==> config.mk <==
export PLATFORM = sky130hd
export DESIGN_NAME = timer_arbiter
export DESIGN_NICKNAME = d
export VERILOG_FILES = /design/src/rtl/timer_arbiter.sv
export SDC_FILE = /design/constraint.sdc
export NUM_CORES = 1
export LEC_CHECK = 0
export CORE_MARGIN = 2
export CORE_UTILIZATION = 43
export CTS_CLUSTER_SIZE = 10
export DETAILED_ROUTE_END_ITERATION = 8
export PLACE_DENSITY = 0.78
export SLEW_MARGIN = 10
export SYNTH_ARGS = -nofsm -noshare
export SYNTH_HDL_FRONTEND = slang
export SYNTH_SLANG_ARGS = --single-unit
==> constraint.sdc <==
create_clock -name clk -period 2.75 [get_ports clk]
set_clock_uncertainty 0.1 [all_clocks]
set_input_delay 0.55 -clock clk [delete_from_list [all_inputs] [get_ports clk]]
set_output_delay 0.55 -clock clk [all_outputs]
set_load 0.01 [all_outputs]
==> src/rtl/timer_arbiter.sv <==
// timer_arbiter: one countdown timer shared round-robin between N_REQ requesters.
//   An idle timer grants the first requester found searching upward from the
//   round-robin pointer, loads that requester's tick count and counts down on
//   clk_en. When the count expires, the owner gets a one-hot done strobe for
//   one enabled period. The pointer then moves past the owner.
// Ports:
//   clk, reset  system clock, asynchronous active-high reset
//   clk_en      tick enable; every state/counter update is gated by it
//   req         level request per requester, held until its done
//   req_ticks   per-requester duration, slice i = [i*CNT_W +: CNT_W]
//   grant       one-hot timer owner, 0 when idle
//   done        one-hot completion strobe to the owner
//   busy        timer owned (COUNT or DONE)
//   remaining   current counter value, 0 when idle
// Optional feature macro TIMER_ARBITER_ABORT_EN:
//   If the owner drops req during COUNT, the timer returns straight to IDLE.
//   No done strobe is issued, and the pointer advances past the owner.
module timer_arbiter #(
  parameter int N_REQ = 4,
  parameter int CNT_W = 16
) (
  input  logic                   clk,
  input  logic                   reset,
  input  logic                   clk_en,
  input  logic [N_REQ-1:0]       req,
  input  logic [N_REQ*CNT_W-1:0] req_ticks,
  output logic [N_REQ-1:0]       grant,
  output logic [N_REQ-1:0]       done,
  output logic                   busy,
  output logic [CNT_W-1:0]       remaining
);
  localparam int PTR_W = (N_REQ > 1) ? $clog2(N_REQ) : 1;

  typedef enum logic [1:0] {IDLE = 2'd0, COUNT = 2'd1, DONE = 2'd2} state_t;

  state_t            state, state_d;
  logic [PTR_W-1:0]  rr_ptr, rr_d;
  logic [PTR_W-1:0]  owner, owner_d, owner_nxt;
  logic [CNT_W-1:0]  cnt, cnt_d;
  logic [N_REQ-1:0]  grant_d, done_d;
  logic [CNT_W-1:0]  ticks [N_REQ];
  logic              pick_vld;
  logic [PTR_W-1:0]  pick_idx;
  logic              abort;

  for (genvar i = 0; i < N_REQ; i++) begin : g_ticks
    assign ticks[i] = req_ticks[i*CNT_W +: CNT_W];
  end

  // Rotating priority search. The loop walks from lowest to highest priority,
  // so the last hit, which is the one closest to rr_ptr, wins.
  always_comb begin
    int s;
    s        = 0;
    pick_vld = 1'b0;
    pick_idx = '0;
    for (int k = N_REQ-1; k >= 0; k--) begin
      s = int'(rr_ptr) + k;
      if (s >= N_REQ) s = s - N_REQ;
      if (req[PTR_W'(s)]) begin
        pick_vld = 1'b1;
        pick_idx = PTR_W'(s);
      end
    end
  end

  assign owner_nxt = (owner == PTR_W'(N_REQ-1)) ? '0 : owner + 1'b1;

`ifdef TIMER_ARBITER_ABORT_EN
  assign abort = ~req[owner];
`else
  assign abort = 1'b0;
`endif

  always_comb begin
    state_d = state;
    cnt_d   = cnt;
    grant_d = grant;
    done_d  = done;
    rr_d    = rr_ptr;
    owner_d = owner;
    if (clk_en) begin
      unique case (state)
        IDLE: begin
          if (pick_vld) begin
            state_d           = COUNT;
            owner_d           = pick_idx;
            grant_d           = '0;
            grant_d[pick_idx] = 1'b1;
            // A zero duration still takes one tick so done always follows a grant.
            cnt_d             = (ticks[pick_idx] == '0) ? CNT_W'(1) : ticks[pick_idx];
          end
        end
        COUNT: begin
          if (abort) begin
            state_d = IDLE;
            cnt_d   = '0;
            grant_d = '0;
            rr_d    = owner_nxt;
          end else if (cnt <= CNT_W'(1)) begin
            state_d = DONE;
            cnt_d   = '0;
            done_d  = grant;
          end else begin
            cnt_d = cnt - 1'b1;
          end
        end
        DONE: begin
          state_d = IDLE;
          grant_d = '0;
          done_d  = '0;
          rr_d    = owner_nxt;
        end
        default: begin
          state_d = IDLE;
          cnt_d   = '0;
          grant_d = '0;
          done_d  = '0;
        end
      endcase
    end
  end

  always_ff @(posedge clk or posedge reset) begin
    if (reset) begin
      state  <= IDLE;
      cnt    <= '0;
      grant  <= '0;
      done   <= '0;
      rr_ptr <= '0;
      owner  <= '0;
    end else begin
      state  <= state_d;
      cnt    <= cnt_d;
      grant  <= grant_d;
      done   <= done_d;
      rr_ptr <= rr_d;
      owner  <= owner_d;
    end
  end

  assign busy      = (state != IDLE);
  assign remaining = cnt;

  a_grant_oh: assert property (@(posedge clk) disable iff (reset) $onehot0(grant));
  a_done_oh:  assert property (@(posedge clk) disable iff (reset) $onehot0(done));
  a_done_own: assert property (@(posedge clk) disable iff (reset) (|done) |-> (done == grant));

endmodule

==> results of run 1 <==
## critical path: stages
cell             delay, ns
clkdlybuf4s50_1       0.44
buf_4                 0.16
a21oi_1               0.15
o22a_2                0.23
buf_12                0.17
mux2i_1               0.26
mux2_2                0.20
and4_1                0.20
nand4_1               0.11
o31ai_1               0.25
## through the flow
| stage | hold WS (ns) | instances | power (µW) | setup TNS (ns) |
|---|---|---|---|---|
| after floorplan | 0.3600 | 249 | 2130 | 0 |
| after global placement | 0.3739 | 422 | 2843 | -0.09498 |
| after detailed placement | 0.3874 | 422 | 2880 | -0.9394 |
| after CTS | 0.3998 | 430 | 3350 | 0 |
| after global routing | 0.4280 | 430 | 3568 | 0 |
| final | 0.3936 | 430 | 3351 | 0 |
## worst paths after layout
kind / start / to / slack [ns] / cells past startpoint
max reg2reg: remaining[7] / done[2] / 0.20 / 7
max in group asynchronous: reset / remaining[13] / 1.70 / 3
min: owner[0] / rr_ptr[0] / 0.39 / 1
min reg2reg: owner[0] / rr_ptr[0] / 0.39 / 1
min in group asynchronous: reset / done[2] / 0.56 / 3
max: req[0] / remaining[0] / 0.12 / 10
## cell families (layout without fill, tap and decap cells)
| logic type | after synthesis | in the layout | synth area share |
|---|---|---|---|
| AO/OA/AOI/OAI | 77 | 77 | 0.2215 |
| multiplexers | 46 | 46 | 0.2102 |
| adder cells (fa/ha/maj) | 3 | 3 | 0.01621 |
| flip-flops | 30 | 30 | 0.3241 |
| AND/OR/NAND/NOR | 63 | 63 | 0.1459 |
| buffers and inverters | 26 | 137 | 0.06699 |
| XOR/XNOR | 4 | 4 | 0.01513 |
## where the power goes
part / total, µW / switching (µW) / internal, µW / leakage [µW]
Combinational: 2030 / 961 / 1070 / 0.00101
Sequential: 877 / 255 / 622 / 0.000388
Clock: 447 / 180 / 266 / 0.0000579
## cells in the final DEF (no fill, tap or decap), types with 7 or more instances in the layout
cell type        count
a21oi_1              7
a22o_1              10
buf_4               20
clkdlybuf4s50_1     95
dfrtp_1             30
inv_1               13
mux2_2              17
mux2i_1             28
nand2_1             19
nor2_1              16
o21ai_0             27
o22ai_1              8
## per-layer routing
metal / wire length (µm) / share of wire
met1: 3092 / 0.43
met2: 3501 / 0.48
met3: 559 / 0.077
met4: 95 / 0.013
met5: 0 / 0
## state kept, by name, indices dropped and copies added (netlist names)
signal,count
state,2
owner,2
rr_ptr,2
done,4
remaining,16
grant,4
## cell type report
| type | count | area share |
|---|---|---|
| Tap cell | 70 | 0.02482 |
| Clock inverter | 3 | 0.01135 |
| Timing Repair Buffer | 116 | 0.3177 |
| Clock buffer | 5 | 0.01950 |
| Multi-Input combinational cell | 193 | 0.4000 |
| Sequential cell | 30 | 0.2128 |
| Inverter | 13 | 0.01383 |
==> results, run 1 <==
- The number of buffers created by CTS is 5.
- The final count of hold timing violations was 0.
- Data arrives at the worst endpoint at 2.73 ns.
- The count of H-tree levels built during CTS is 2.
- The class of the worst hold path is flop to flop.
- The total nets after synthesis is 323.
- At the pin with the least slew margin, the transition time is 0.4916 ns.
- The number of nets in the layout is 433.
- Setup repair after global routing left no endpoint under its margin.
- The floorplan step set the die height to 77.39 µm.
- The area of the die is 0.005989 mm².
- Setup slack closes at 0.1181 ns.
- Once detail routing completed, the nets flagged for antenna violations numbered 0.
- Ranked by total cell area, the synthesized netlist is headed by dfrtp_1 32%, mux2i_1 12%, mux2_2 8.3%.
- Along the worst path, the maximum fanout reaches 14.
- In the final routed layout, each cell accounts on average for 16.86 µm.
- The global routing stage identified its most utilized layer as met2.
- Clock tree synthesis found a total of 30 sinks.
- The warning count from the yosys run is 0.
- After detailed routing, the number of remaining DRC violations is 0.
- The routed layout has 2,426 vias.
- The sort of element at the end of the critical path is a flop.
- The total overflow left after global routing is 0.
- The core utilization of the finished layout is 0.6865.
- In this run the cell area of the synthesized design comes to 0.002316 mm².
- The number of buffers inserted by hold repair at cts is 0.
- The total inserted antenna cells is 0.
- For this design the ratio of total power to cell area is 949.8 mW/mm².
- Buffers placed on the I/O ports in this run total 95.
- The flow ran to the end, and the final reports show no timing, DRC or antenna violations.
- TritonCTS built the clock tree.
- The leakage power is 0.001455 µW.
- The number of synthesized flops with an enable pin is 0.
- The area share of the largest cell type after synthesis is 0.3241.
- The layout filler cell count is 446.
- The number of pins exceeding their max-slew limit in the final report is 0.
- From left edge to right edge, the die measures 77.39 µm.
- At the later pin of the worst-skew pair, clock insertion delay measures 0.29 ns.
- Detailed placement finished with a half-perimeter wire length of 5455 µm.
- In the final layout, the share of cells above drive strength 1 is 0.1472.
- Measured against its own limit, the worst slew margin works out to 0.6716.
- The routed design has 7249 µm of wire.
- The global-route track usage on met3 is 0.06628.
- The register area is 750.7 µm².
- The flip-flop cell with the highest count after synthesis is dfrtp_1.
- The post-place setup slack is -0.1781 ns.
- The most numerous cell in the Yosys netlist is dfrtp_1.
- Setup violations remaining at the end of the flow were counted as 0.
- In this run the standard cell core region covers 0.005140 mm².
- The via count of the first global-routing pass is 2,387.
- Synthesis produced a netlist whose cell count is 249.
- The number of post-CTS setup repair buffers is 0.
- For this run, global-route usage on met1 was measured as 0.2953.
- Counting I/O delays and the setup requirement, the final critical path takes 2.632 ns.
- The average via count per standard cell is 5.642.
- The initial antenna violation count is 0.
- The share of synthesized area occupied by flip-flops and latches is 0.3241.
- Across every metal layer, demand over resource in global routing totals 0.2369.
- The maximum number of pins on one net before global-route repair is 31.
- The area used by multi-input combinational logic is 0.001411 mm².
- The number of standard-cell rows in the floorplan is 26.
- The detailed router's first-iteration violation count is 116.
- The tool flagged a number of max-cap violations equal to 0.
- For this design the top-level I/O count stands at 96.
- The clock transition at the registers of the reported paths is 0.07 ns.
- The area growth from synthesis to layout is 52.35%.
- The classification of the worst setup path is input pin to flop.
- For this run, global-route usage on met2 was measured as 0.3974.
- The number of synthesized register bits is 30.
- The first global-routing pass estimated 11,410 µm of wire.
- In the synthesized netlist, the cells that appear most often are 30 x dfrtp_1, 28 x mux2i_1, 27 x o21ai_0.
- Across the VDD grid, the largest voltage drop is 0.6990 mV.
- In this run the mean area of a mapped cell was 9.301 µm².
- The effective utilization at floorplan is 0.4506.
- The congestion estimate from routability-driven global placement came to 0.9091.
- Before antenna repair, the detailed router went through 4 iterations.
- STA classifies the critical path startpoint as an input pin.
- The number of resized instances in the post-cts repair step is 0.
- The count of distinct cell types in the synthesized netlist is 46.
- The final period utilization is 0.9571.
- The clock root buffer is clkbuf_8.
- The number of buffers on the longest clock path is 2.
- The worst endpoint required time is 2.85 ns.
- The post-detailed-placement cell area is 0.003420 mm².
- The achievable frequency is 380.0 MHz.
- The library cell occupying the most area in the post-synthesis netlist is dfrtp_1.
- Counting flops with an async set or reset pin after synthesis yields a share of 1.000.
- Summing all non-filler instances in the final layout gives an area of 0.003528 mm².
Note: power is estimated with default switching activity, not from simulation.
==> run 2, diff against run 1 <==
--- a/config.mk
+++ b/config.mk
@@ -7,6 +7,7 @@
 export LEC_CHECK = 0
 export CORE_MARGIN = 2
 export CORE_UTILIZATION = 43
+export CTS_CLUSTER_DIAMETER = 100
 export CTS_CLUSTER_SIZE = 10
 export DETAILED_ROUTE_END_ITERATION = 8
 export PLACE_DENSITY = 0.78
==> results of run 2 <==
Same layout as run 1: the final DEF is identical, and so are final timing and power.
==> run 3, diff against run 2 <==
--- a/config.mk
+++ b/config.mk
@@ -5,10 +5,11 @@
 export SDC_FILE = /design/constraint.sdc
 export NUM_CORES = 1
 export LEC_CHECK = 0
+export ABC_CLOCK_PERIOD_IN_PS = 2750
 export CORE_MARGIN = 2
 export CORE_UTILIZATION = 43
 export CTS_CLUSTER_DIAMETER = 100
-export CTS_CLUSTER_SIZE = 10
+export CTS_CLUSTER_SIZE = 20
 export DETAILED_ROUTE_END_ITERATION = 8
 export PLACE_DENSITY = 0.78
 export SLEW_MARGIN = 10
==> results of run 3 <==
Same layout as run 1: the final DEF is identical, and so are final timing and power.
